--- src/rtl/seq_gen_tx.sv ---
// Serial bit-pattern transmitter: shifts a latched pattern out MSB-first with idle gaps between repeats.
// Optional even-parity bit per frame when SEQ_GEN_TX_PARITY_EN is defined.
module seq_gen_tx #(
  parameter int unsigned WIDTH   = 8,
  parameter int unsigned LEN_W   = 4,
  parameter int unsigned REP_W   = 4,
  parameter int unsigned GAP_CYC = 2
) (
  input  logic             clk,
  input  logic             rst,
  input  logic             start,
  input  logic [WIDTH-1:0] pattern,
  input  logic [LEN_W-1:0] len,
  input  logic [REP_W-1:0] reps,
  output logic             out,
  output logic             out_valid,
  output logic             busy,
  output logic             done
);

  localparam int unsigned IDX_W = (WIDTH > 1) ? $clog2(WIDTH) : 1;
  localparam int unsigned GAP_W = (GAP_CYC > 1) ? $clog2(GAP_CYC) : 1;

  localparam logic [1:0] S_IDLE  = 2'd0;
  localparam logic [1:0] S_SHIFT = 2'd1;
  localparam logic [1:0] S_GAP   = 2'd2;
  localparam logic [1:0] S_FIN   = 2'd3;

  logic [1:0]       state_q, state_d;
  logic [WIDTH-1:0] pat_q, pat_d;
  logic [IDX_W-1:0] top_q, top_d;
  logic [IDX_W-1:0] bit_q, bit_d;
  logic [REP_W-1:0] rep_q, rep_d;
  logic [GAP_W-1:0] gap_q, gap_d;
  logic             out_d, valid_d, busy_d, done_d;
  logic             end_frame, load_frame;
  logic [LEN_W-1:0] len_eff;
  logic [WIDTH-1:0] mask;
`ifdef SEQ_GEN_TX_PARITY_EN
  logic             par_q, par_d;
`endif

  // Effective length: 0 or oversize selects the full pattern width
  always_comb begin
    len_eff = len;
    if ((len == '0) || (len > LEN_W'(WIDTH)))
      len_eff = LEN_W'(WIDTH);
    mask = '0;
    for (int unsigned i = 0; i < WIDTH; i++)
      if (LEN_W'(i) < len_eff)
        mask[i] = 1'b1;
  end

  always_comb begin
    state_d    = state_q;
    pat_d      = pat_q;
    top_d      = top_q;
    bit_d      = bit_q;
    rep_d      = rep_q;
    gap_d      = gap_q;
    out_d      = 1'b0;
    valid_d    = 1'b0;
    busy_d     = 1'b0;
    done_d     = 1'b0;
    end_frame  = 1'b0;
    load_frame = 1'b0;
`ifdef SEQ_GEN_TX_PARITY_EN
    par_d      = par_q;
`endif

    case (state_q)
      S_IDLE: begin
        if (start) begin
          pat_d   = pattern & mask;
          top_d   = IDX_W'(len_eff - LEN_W'(1));
          rep_d   = reps;
          gap_d   = '0;
          bit_d   = top_d;
          out_d   = pattern[top_d];
          valid_d = 1'b1;
          busy_d  = 1'b1;
          state_d = S_SHIFT;
`ifdef SEQ_GEN_TX_PARITY_EN
          par_d   = 1'b0;
`endif
        end
      end
      S_SHIFT: begin
        busy_d = 1'b1;
`ifdef SEQ_GEN_TX_PARITY_EN
        if (par_q) begin
          par_d     = 1'b0;
          end_frame = 1'b1;
        end else if (bit_q == '0) begin
          // Pattern is stored masked, so reduction XOR covers only frame bits
          par_d   = 1'b1;
          out_d   = ^pat_q;
          valid_d = 1'b1;
        end else begin
          bit_d   = bit_q - IDX_W'(1);
          out_d   = pat_q[bit_d];
          valid_d = 1'b1;
        end
`else
        if (bit_q == '0) begin
          end_frame = 1'b1;
        end else begin
          bit_d   = bit_q - IDX_W'(1);
          out_d   = pat_q[bit_d];
          valid_d = 1'b1;
        end
`endif
      end
      S_GAP: begin
        busy_d = 1'b1;
        if (gap_q == '0)
          load_frame = 1'b1;
        else
          gap_d = gap_q - GAP_W'(1);
      end
      S_FIN: begin
        state_d = S_IDLE;
      end
      default: begin
        state_d = S_IDLE;
      end
    endcase

    // Frame finished: repeat (via gap) or conclude
    if (end_frame) begin
      if (rep_q != '0) begin
        rep_d = rep_q - REP_W'(1);
        if (GAP_CYC == 0) begin
          load_frame = 1'b1;
        end else begin
          state_d = S_GAP;
          gap_d   = GAP_W'(GAP_CYC - 1);
        end
      end else begin
        state_d = S_FIN;
        busy_d  = 1'b0;
        done_d  = 1'b1;
      end
    end

    if (load_frame) begin
      state_d = S_SHIFT;
      bit_d   = top_q;
      out_d   = pat_q[top_q];
      valid_d = 1'b1;
      busy_d  = 1'b1;
    end
  end

  always_ff @(posedge clk or negedge rst) begin
    if (!rst) begin
      state_q   <= S_IDLE;
      pat_q     <= '0;
      top_q     <= '0;
      bit_q     <= '0;
      rep_q     <= '0;
      gap_q     <= '0;
      out       <= 1'b0;
      out_valid <= 1'b0;
      busy      <= 1'b0;
      done      <= 1'b0;
`ifdef SEQ_GEN_TX_PARITY_EN
      par_q     <= 1'b0;
`endif
    end else begin
      state_q   <= state_d;
      pat_q     <= pat_d;
      top_q     <= top_d;
      bit_q     <= bit_d;
      rep_q     <= rep_d;
      gap_q     <= gap_d;
      out       <= out_d;
      out_valid <= valid_d;
      busy      <= busy_d;
      done      <= done_d;
`ifdef SEQ_GEN_TX_PARITY_EN
      par_q     <= par_d;
`endif
    end
  end

endmodule

--- config.mk ---
export PLATFORM = sky130hd
export DESIGN_NAME = seq_gen_tx
export DESIGN_NICKNAME = d
export VERILOG_FILES = /design/src/rtl/seq_gen_tx.sv
export SDC_FILE = /design/constraint.sdc
export NUM_CORES = 1
export LEC_CHECK = 0
export ABC_AREA = 1
export BUFFER_PORTS_ARGS = -buffer_cell sky130_fd_sc_hd__clkbuf_2
export CAP_MARGIN = 40
export CORE_ASPECT_RATIO = 2
export CORE_MARGIN = 4
export CORE_UTILIZATION = 57
export CTS_CLUSTER_SIZE = 24
export DETAILED_ROUTE_END_ITERATION = 6
export GPL_ROUTABILITY_DRIVEN = 0
export GPL_TIMING_DRIVEN = 0
export PLACE_DENSITY = 0.86
export SLEW_MARGIN = 20
export SYNTH_ARGS = -nofsm -noshare
export SYNTH_HDL_FRONTEND = slang
export SYNTH_SLANG_ARGS = --single-unit
--- constraint.sdc ---
create_clock -name clk -period 1.76 [get_ports clk]
set_clock_uncertainty 0.05 [all_clocks]
set_input_delay 0.176 -clock clk [delete_from_list [all_inputs] [get_ports clk]]
set_output_delay 0.176 -clock clk [all_outputs]
set_load 0.005 [all_outputs]
== Word-level counts from Yosys, hierarchy flattened ==
Cells that the tools add are included.
Word-level totals
  bits of input ports: 19
  bits in registers: 25
Operators by class
  add/subtract/negate cells: 4
  muxes and demuxes: 51
  equality and inequality tests: 6
  reductions and logical operators: 11
  magnitude comparators: 12
  bitwise gates (word level): 1
Operators by type and width (number)
  $mux 1: 31
  $mux 4: 5
  $lt 3x4->1 const A: 4
  $lt 3x4->1 const B: 3
  $bmux 1 s3: 3
  $mux 3: 3
  $and 8x8->8: 1
  $lt 1x4->1 const A: 2
  $lt 2x4->1 const A: 2
  $pmux 1 s2: 4
  $reduce_bool 4->1: 2
  $mux 2: 3
  $ne 3x3->1 const B: 2
  $pmux 3 s2: 1
  $sub 3x1->3 const B: 2
  $eq 2x2->1 const B: 2
  $gt 4x4->1 const B: 1
  $logic_not 4->1: 1
  $ne 4x4->1 const B: 1
  $pmux 2 s2: 1
  $reduce_and 2->1: 2
  $sub 4x1->4 const B: 1
  $logic_not 3->1: 1
  $reduce_and 3->1: 1
  6 further kinds: 6

== Depth between registers and ports, before layout ==
Gate-level depths: netlist (run 1).
  depth after elaboration: 9
  mapped depth: 10
  mapped depth without buffers: 10

== Worst setup path after synthesis (run 1) ==
OpenSTA, ideal clock, no wires.
  kind: reg2reg
  start point: register bit_q[0]
  end point: register rep_q[0]
  clock period less this slack: 1.462 ns
  setup time: 0.130 ns
  arrival: 1.282 ns
  slack: 0.298 ns
  data required time: 1.580 ns
  cell stages (with the launch flop): 8
  cell sequence: dfrtp_1 > inv_1 > ha_1 > nand2_1 > nor2_4 > nand2_1 > o211ai_1 > o21ai_0
On the way
  word-level cells in the longest chain between the ends: 4
Ends and longest elaborated chain
  start, declared: line 32  | logic [IDX_W-1:0] bit_q, bit_d;
  start signal, assigned: line 174  | bit_q <= bit_d;
  $logic_not 3->1: line 105  | if (bit_q == '0) begin
  $mux 1: line 105
  $mux 1: line 71  | case (state_q)
  $mux 4: line 130  | if (end_frame) begin
  via rep_d[0]: line 33  | logic [REP_W-1:0] rep_q, rep_d;
  end signal, assigned: line 175  | rep_q <= rep_d;
  end, declared: line 33
The timed path passes the listed nets, and every way through them passes these cells.
A chain may end at the register's enable or synchronous reset.

== Worst setup path in the final report (run 1) ==
  start point: register state_q[0]
  end point: register bit_q[1]
On the way
  word-level cells in the longest chain between the ends: 4
  elaborated cells between the ends (all ways): 10
  classes of those cells: 4 x eq/ne; 3 x mux; 3 x reduce/logical
Ends and longest elaborated chain
  start, declared: line 29  | logic [1:0] state_q, state_d;
  start signal, assigned: line 171  | state_q <= state_d;
  $eq 2x2->1: line 71
  $mux 1: line 71
  $ne 3x3->1 (no source line) / $reduce_bool 3->1 (equally long branches)
  $reduce_and 3->1 (no source line)
Several ways; a longest one is shown, not always the timed one.

==> results.cfg, run 1 <==
[outcome]
outcome = finished clean

[worst_hold_path]
hold_start = reps[3]
hold_class = input port to flop
whs_path_depth = 3

[timing]
maxSlewViolCount = 0
hold_viol_final = 0
setup_tns_ns = 0
tightest_slew_ns = 0.621
layout_min_cycle_time_ns = 1.65
slew_headroom_pct = 58.6
setup_viol = 0
finalCritPeriodShare_pct = 93.5
max_clock_freq_mhz = 608

[routing]
drc = 0
ant_nets = 0
vias = 1558
drt_first_pass_iters = 4
vias_per_cell = 5.51
drtIter0Drc = 42
wire_per_inst_um = 13.8
wirelength_um = 3900

[floorplan]
dieArea_um2 = 3940
start_util_pct = 60.1
rows = 27
io_pins = 23
die_height_um = 84.9
fp.dieW_um = 46.4
core_um2 = 2800

[synthesis]
synth_edf_count = 0
synth_fp_nets = 255
yosys_most_used_dff = dfrtp_1
synthesis.area_um2 = 1680
ys_ff_latch = 25
synth_warnings = 0
syn_inst = 225
ys_types = 29
synth_seq_area_share_pct = 37.1
avgSynthCellArea_um2 = 7.48
async_flop_share_pct = 100

[power_and_ir_drop]
p_per_area_nw_per_um2 = 541
leakage_uw = 0.00101
ir_worst_vdd_mv = 0.420

[cts]
clock_sinks = 25
tritoncts = done
cts-buffers-inserted = 3
clock_latency_ns = 0.28
clk_pin_slew_ns = 0.09
root_buffer = clkbuf_8
htreeDepth = 1
clockBufferDepth = 2

[worst_setup_path]
r2r_end = bit_q[1]
startpoint_type = flop
cp-end-kind = flop
crit_required_ns = 1.87
worstPathArrival_ns = 1.75
worstSetupEndpoint = bit_q[1]
cp_max_fo = 10
path_class = flop to flop
rrSetupSlack_ns = 0.11
crit_start = state_q[0]
r2r_cells = 8
r2r-start = state_q[0]

[final_layout]
syn2layout_area_growth_pct = 13.7
seq_area_um2 = 626
multi_input_area_um2 = 872
nFillCells = 246
fin_nets = 285
postLayoutCellArea_um2 = 1910
drive_above_1_share_pct = 21.7
instances_no_fill = 283
diodes = 0

[run]
cap_violations = 0

[grt]
gr-total-overflow = 0
grt_max_degree = 26
grt_pass1_vias = 1537
grt_pass1_wl_um = 6380
track_usage_pct = 21.7
antenna_found_initial = 0

[place]
dp_hpwl_um = 2970
io_buffers = 22
post_dp_cell_area_um2 = 1830
dp.cells = 276
[cell usage after synthesis, types with 2 or more instances]
master,n,area [um2]
a21oi_1,8,40.0
a31oi_1,2,12.5
buf_2,2,10.0
dfrtp_1,25,626
ha_1,11,138
inv_1,37,139
inv_2,7,26.3
nand2_1,51,191
nand3_1,23,115
nor2_1,8,30.0
nor2_2,4,25.0
o2111ai_1,2,17.5
o211ai_1,4,30.0
o211ai_2,2,25.0
o21ai_0,20,100
o21ai_1,3,15.0
xnor2_1,2,17.5
xor2_1,3,26.3
[cell type report]
cell class | instances | share of cell area (%)
tap | 29 | 1.90
sequential | 25 | 32.7
clock inverter | 1 | 0.392
clock buffer | 3 | 2.16
inverter | 44 | 8.63
buffer | 4 | 1.63
multi-input combinational | 152 | 45.6
timing repair buffer | 25 | 7.06
[through the flow]
stage | utilization [%] | total power (uW) | setup WS (ns) | hold WS (ns)
after floorplan | - | 636 | 0.298 | -0.170
after global placement | 65.3 | 683 | 0.0905 | 0.164
after detailed placement | 65.3 | 684 | 0.0524 | 0.168
after CTS | 67.4 | 1040 | 0.0347 | 0.0954
after global routing | 68.3 | 1070 | -0.000806 | 0.103
final | 68.3 | 1040 | 0.115 | 0.0959
[worst max-delay path: stages, from the launching register on]
cell	delay, ns
dfrtp_1	0.43
inv_1	0.10
ha_1	0.15
inv_1	0.05
nor2_2	0.19
inv_2	0.06
buf_4	0.17
o211ai_1	0.18
o21ai_0	0.13
[timing repair]
item | CTS | global route
setup endpoints to repair | 0 | 11
hold buffers | 1 | 0
endpoints found under the hold margin | 25 | 0
setup buffers | 0 | 2
gates resized for setup | 0 | 5
[sequential cells by signal (all words and copies together) (netlist names)]
name,flops
done,1
bit_q,3
pat_q,8
state_q,2
top_q,3
busy,1
gap_q,1
rep_q,4
out,1
out_valid,1
[cell families (layout without fill, tap and decap cells)]
logic type | count (synthesis) | in the layout | share of synthesized area (%)
simple gates | 89 | 89 | 23.2
fa+ha+maj | 11 | 11 | 8.17
xor+xnor | 5 | 5 | 2.60
compound gates | 47 | 47 | 17.4
buf+inv | 48 | 77 | 11.5
flops | 25 | 25 | 37.1
[how the worst min path moves through the flow]
stage	endpoint	slack (ns)
after floorplan	bit_q[0]	-0.17
after global placement	pat_q[7]	0.16
after detailed placement	pat_q[1]	0.17
after CTS	rep_q[3]	0.1
after global routing	rep_q[3]	0.10
final	rep_q[3]	0.1
[layout by cell type, fill, tap and decap left out, drive strengths merged]
cell         count
o21ai           24
nor2            13
buf              5
nand3           23
clkbuf          26
dlygate4sd3      1
a31oi            2
inv             44
o22ai            1
xnor2            2
nand2           53
clkinvlp         1
o2111ai          2
dfrtp           25
a21oi            9
o31ai            1
xor2             3
o211ai           6
ha              11
o221ai           1
a211oi           1
[layer usage]
| metal | GRT usage (%) | vias to the layer above | wire length (um) |
|---|---|---|---|
| li1 | - | 785 | - |
| met1 | 22.6 | 734 | 1550 |
| met2 | 39.6 | 30 | 2130 |
| met3 | 3.40 | 9 | 124 |
| met4 | 9.07 | 0 | 93 |
| met5 | 0 | - | 0 |
[power breakdown]
part | switching [uW] | total, uW | leakage, uW | internal, uW
registers | 0 | 574 | 0.000282 | 574
logic | 63.6 | 102 | 0.000705 | 38.0
clock network | 200 | 361 | 0.0000217 | 161
Note: power is estimated with default switching activity, not from simulation.
==> run 2, diff against run 1 <==
Settings changed: ABC_AREA 1 to not set, CORE_UTILIZATION 57 to 56, PLACE_DENSITY 0.86 to 0.85, SLEW_MARGIN 20 to 25.
==> run 2 against run 1 <==
  * Total power increased to 2.9 times the previous value
  * Critical path type unchanged
  * Utilization increased by 1.7 points
  * Critical path depth fell by 2
  * Register-to-register slack worse by 0.05 ns
==> results.cfg, run 2 <==
[outcome]
outcome = finished clean

[final_layout]
nFillCells = 196
drive_above_1_share_pct = 29.2
top_register = pat_q
utilization_pct = 70.0
largest_registers = pat_q (8), rep_q (4)
final_common_cell = clkbuf_2
multi_input_area_um2 = 933
final_cell_mix = 24 x clkbuf_2, 23 x dfrtp_1, 21 x nand2_1, 20 x o21ai_0, 11 x inv_1
syn2layout_area_growth_pct = 21.8
seq_area_um2 = 628
largest_register_ffs = 8
diodes = 0
fin_nets = 226

[timing]
finalCritPeriodShare_pct = 96.4
setup_viol = 0
hold_viol_final = 0
maxSlewViolCount = 0
slew_headroom_pct = 60.1
setup_slack_ns = 0.0632
layout_min_cycle_time_ns = 1.70
tightest_slew_ns = 0.599
holdWs_ns = 0.0895
max_clock_freq_mhz = 589

[floorplan]
rows = 27
dieArea_um2 = 3770
core_um2 = 2740
fp.dieW_um = 45.5
die_height_um = 82.9
start_util_pct = 57.4
io_pins = 23

[worst_hold_path]
hold_class = input port to flop

[worst_setup_path]
crit_required_ns = 1.86
cp-end-kind = flop
worstPathArrival_ns = 1.80
startpoint_type = flop
path_class = flop to flop
cp_max_fo = 6

[power_and_ir_drop]
clockPowerShare_pct = 11.2
p_per_area_nw_per_um2 = 1550
p_sw_uw = 1220
ir_worst_vdd_mv = 0.812
switching_share_pct = 40.9
leakage_uw = 0.000889
power_frac_seq_pct = 37.1
p_comb_share_pct = 51.6
intPower_uw = 1760

[synthesis]
synth_edf_count = 0
avgSynthCellArea_um2 = 9.70
netlist_top_cells_count = 25 x dfrtp_1, 22 x nand2_1, 20 x o21ai_0, 13 x inv_1, 11 x ha_1
synthesis.area_um2 = 1570
syn_inst = 162
synth_warnings = 0
synth.most_common_cell = dfrtp_1
async_flop_share_pct = 100
synth_largest_area_cell = dfrtp_1
ys_ff_latch = 25
synth.area.top_cells = dfrtp_1 40%, ha_1 8.8%, mux4_2 7.2%
synth_fp_nets = 192
ys_types = 39
synth_seq_area_share_pct = 39.8
yosysTopAreaCellShare_pct = 39.8
yosys_most_used_dff = dfrtp_1

[cts]
clock_sinks = 25
cts-buffers-inserted = 3
clock_latency_ns = 0.27
clk_pin_slew_ns = 0.08
root_buffer = clkbuf_8
htreeDepth = 1
clockBufferDepth = 2
tritoncts = done

[routing]
vias_per_cell = 6.06
ant_nets = 0
drtIter0Drc = 57
vias = 1358
drt_first_pass_iters = 4
drc = 0
wirelength_um = 3870
wire_per_inst_um = 17.3

[grt]
grt_pass1_wl_um = 6220
track_usage_pct = 22.4
grt_max_degree = 26
gr-total-overflow = 0
antenna_found_initial = 0
grt_pass1_vias = 1430

[run]
cap_violations = 0

[place]
pre_cts_ws_ns = -0.321
io_buffers = 22
dp_hpwl_um = 3010
[run 2: logic make-up (layout without fill, tap and decap cells)]
logic type	count (synthesis)	in the layout	share of synthesized area, %
AO/OA/AOI/OAI	52	52	20.9
XOR/XNOR	2	2	1.59
adder cells (fa/ha/maj)	11	11	8.76
buffers and inverters	18	51	4.78
flip-flops	25	25	39.8
multiplexers	7	7	8.44
AND/OR/NAND/NOR	47	47	15.8
[run 2: worst max-delay path, cell delays in order (launching register included)]
cell and delay (ns):
dfrtp_2 0.43, buf_12 0.12, ha_4 0.16, inv_2 0.08, or3_4 0.42, nor3_4 0.20, o31ai_1 0.11
[run 2: timing repair]
item	in CTS	in global routing
hold buffers	1	0
endpoints found under the hold margin	25	0
gates resized for setup	8	11
setup buffers	0	6
pin swaps	1	3
setup endpoints to repair	19	23
[run 2: cell type report]
cell class / count / share of cell area, %
repair buffers: 29 / 10.1
multi-input cells: 119 / 48.8
inverters: 14 / 2.75
clock buffers: 4 / 2.35
well taps: 29 / 1.90
flip-flops and latches: 25 / 32.8
plain buffers: 4 / 1.31
[run 2: power groups by stage]
stage | logic (uW) | registers [uW] | clock network, uW
3_5_place_dp | 1240 | 1110 | 0
5_1_grt | 1700 | 1130 | 357
2_1_floorplan | 931 | 1030 | 0
3_3_place_gp | 1170 | 1080 | 0
4_1_cts | 1300 | 1110 | 337
6_report | 1540 | 1100 | 334
[run 2: metrics by stage]
stage / setup TNS, ns / total power [uW] / area [um2] / instances
global placement: -1.23 / 2250 / 1720 / 213
finish: 0 / 2970 / 1910 / 224
floorplan: 0 / 1960 / 1570 / 162
detailed placement: -2.58 / 2350 / 1720 / 213
global route: -0.00319 / 3190 / 1910 / 224
CTS: -0.275 / 2740 / 1800 / 218
[run 2: path summary, 6_finish.rpt]
check                           start  slack, ns  depth (start not counted)        to
min in group asynchronous         rst       0.38                          2      done
setup reg to reg           state_q[0]       0.06                          6      busy
setup / recovery           state_q[0]       0.06                          6      busy
max in group asynchronous         rst       0.84                          2  bit_q[0]
hold / removal                reps[3]       0.09                          3  rep_q[3]
hold reg to reg              pat_q[1]       0.46                          2  pat_q[1]
[run 2: per-layer routing]
metal / track usage, % / vias up / wire (um)
met3: 2.60 / 14 / 113
met2: 39.0 / 44 / 2240
li1: - / 645 / -
met1: 23.4 / 655 / 1370
met5: 0 / - / 0
met4: 13.6 / 0 / 144
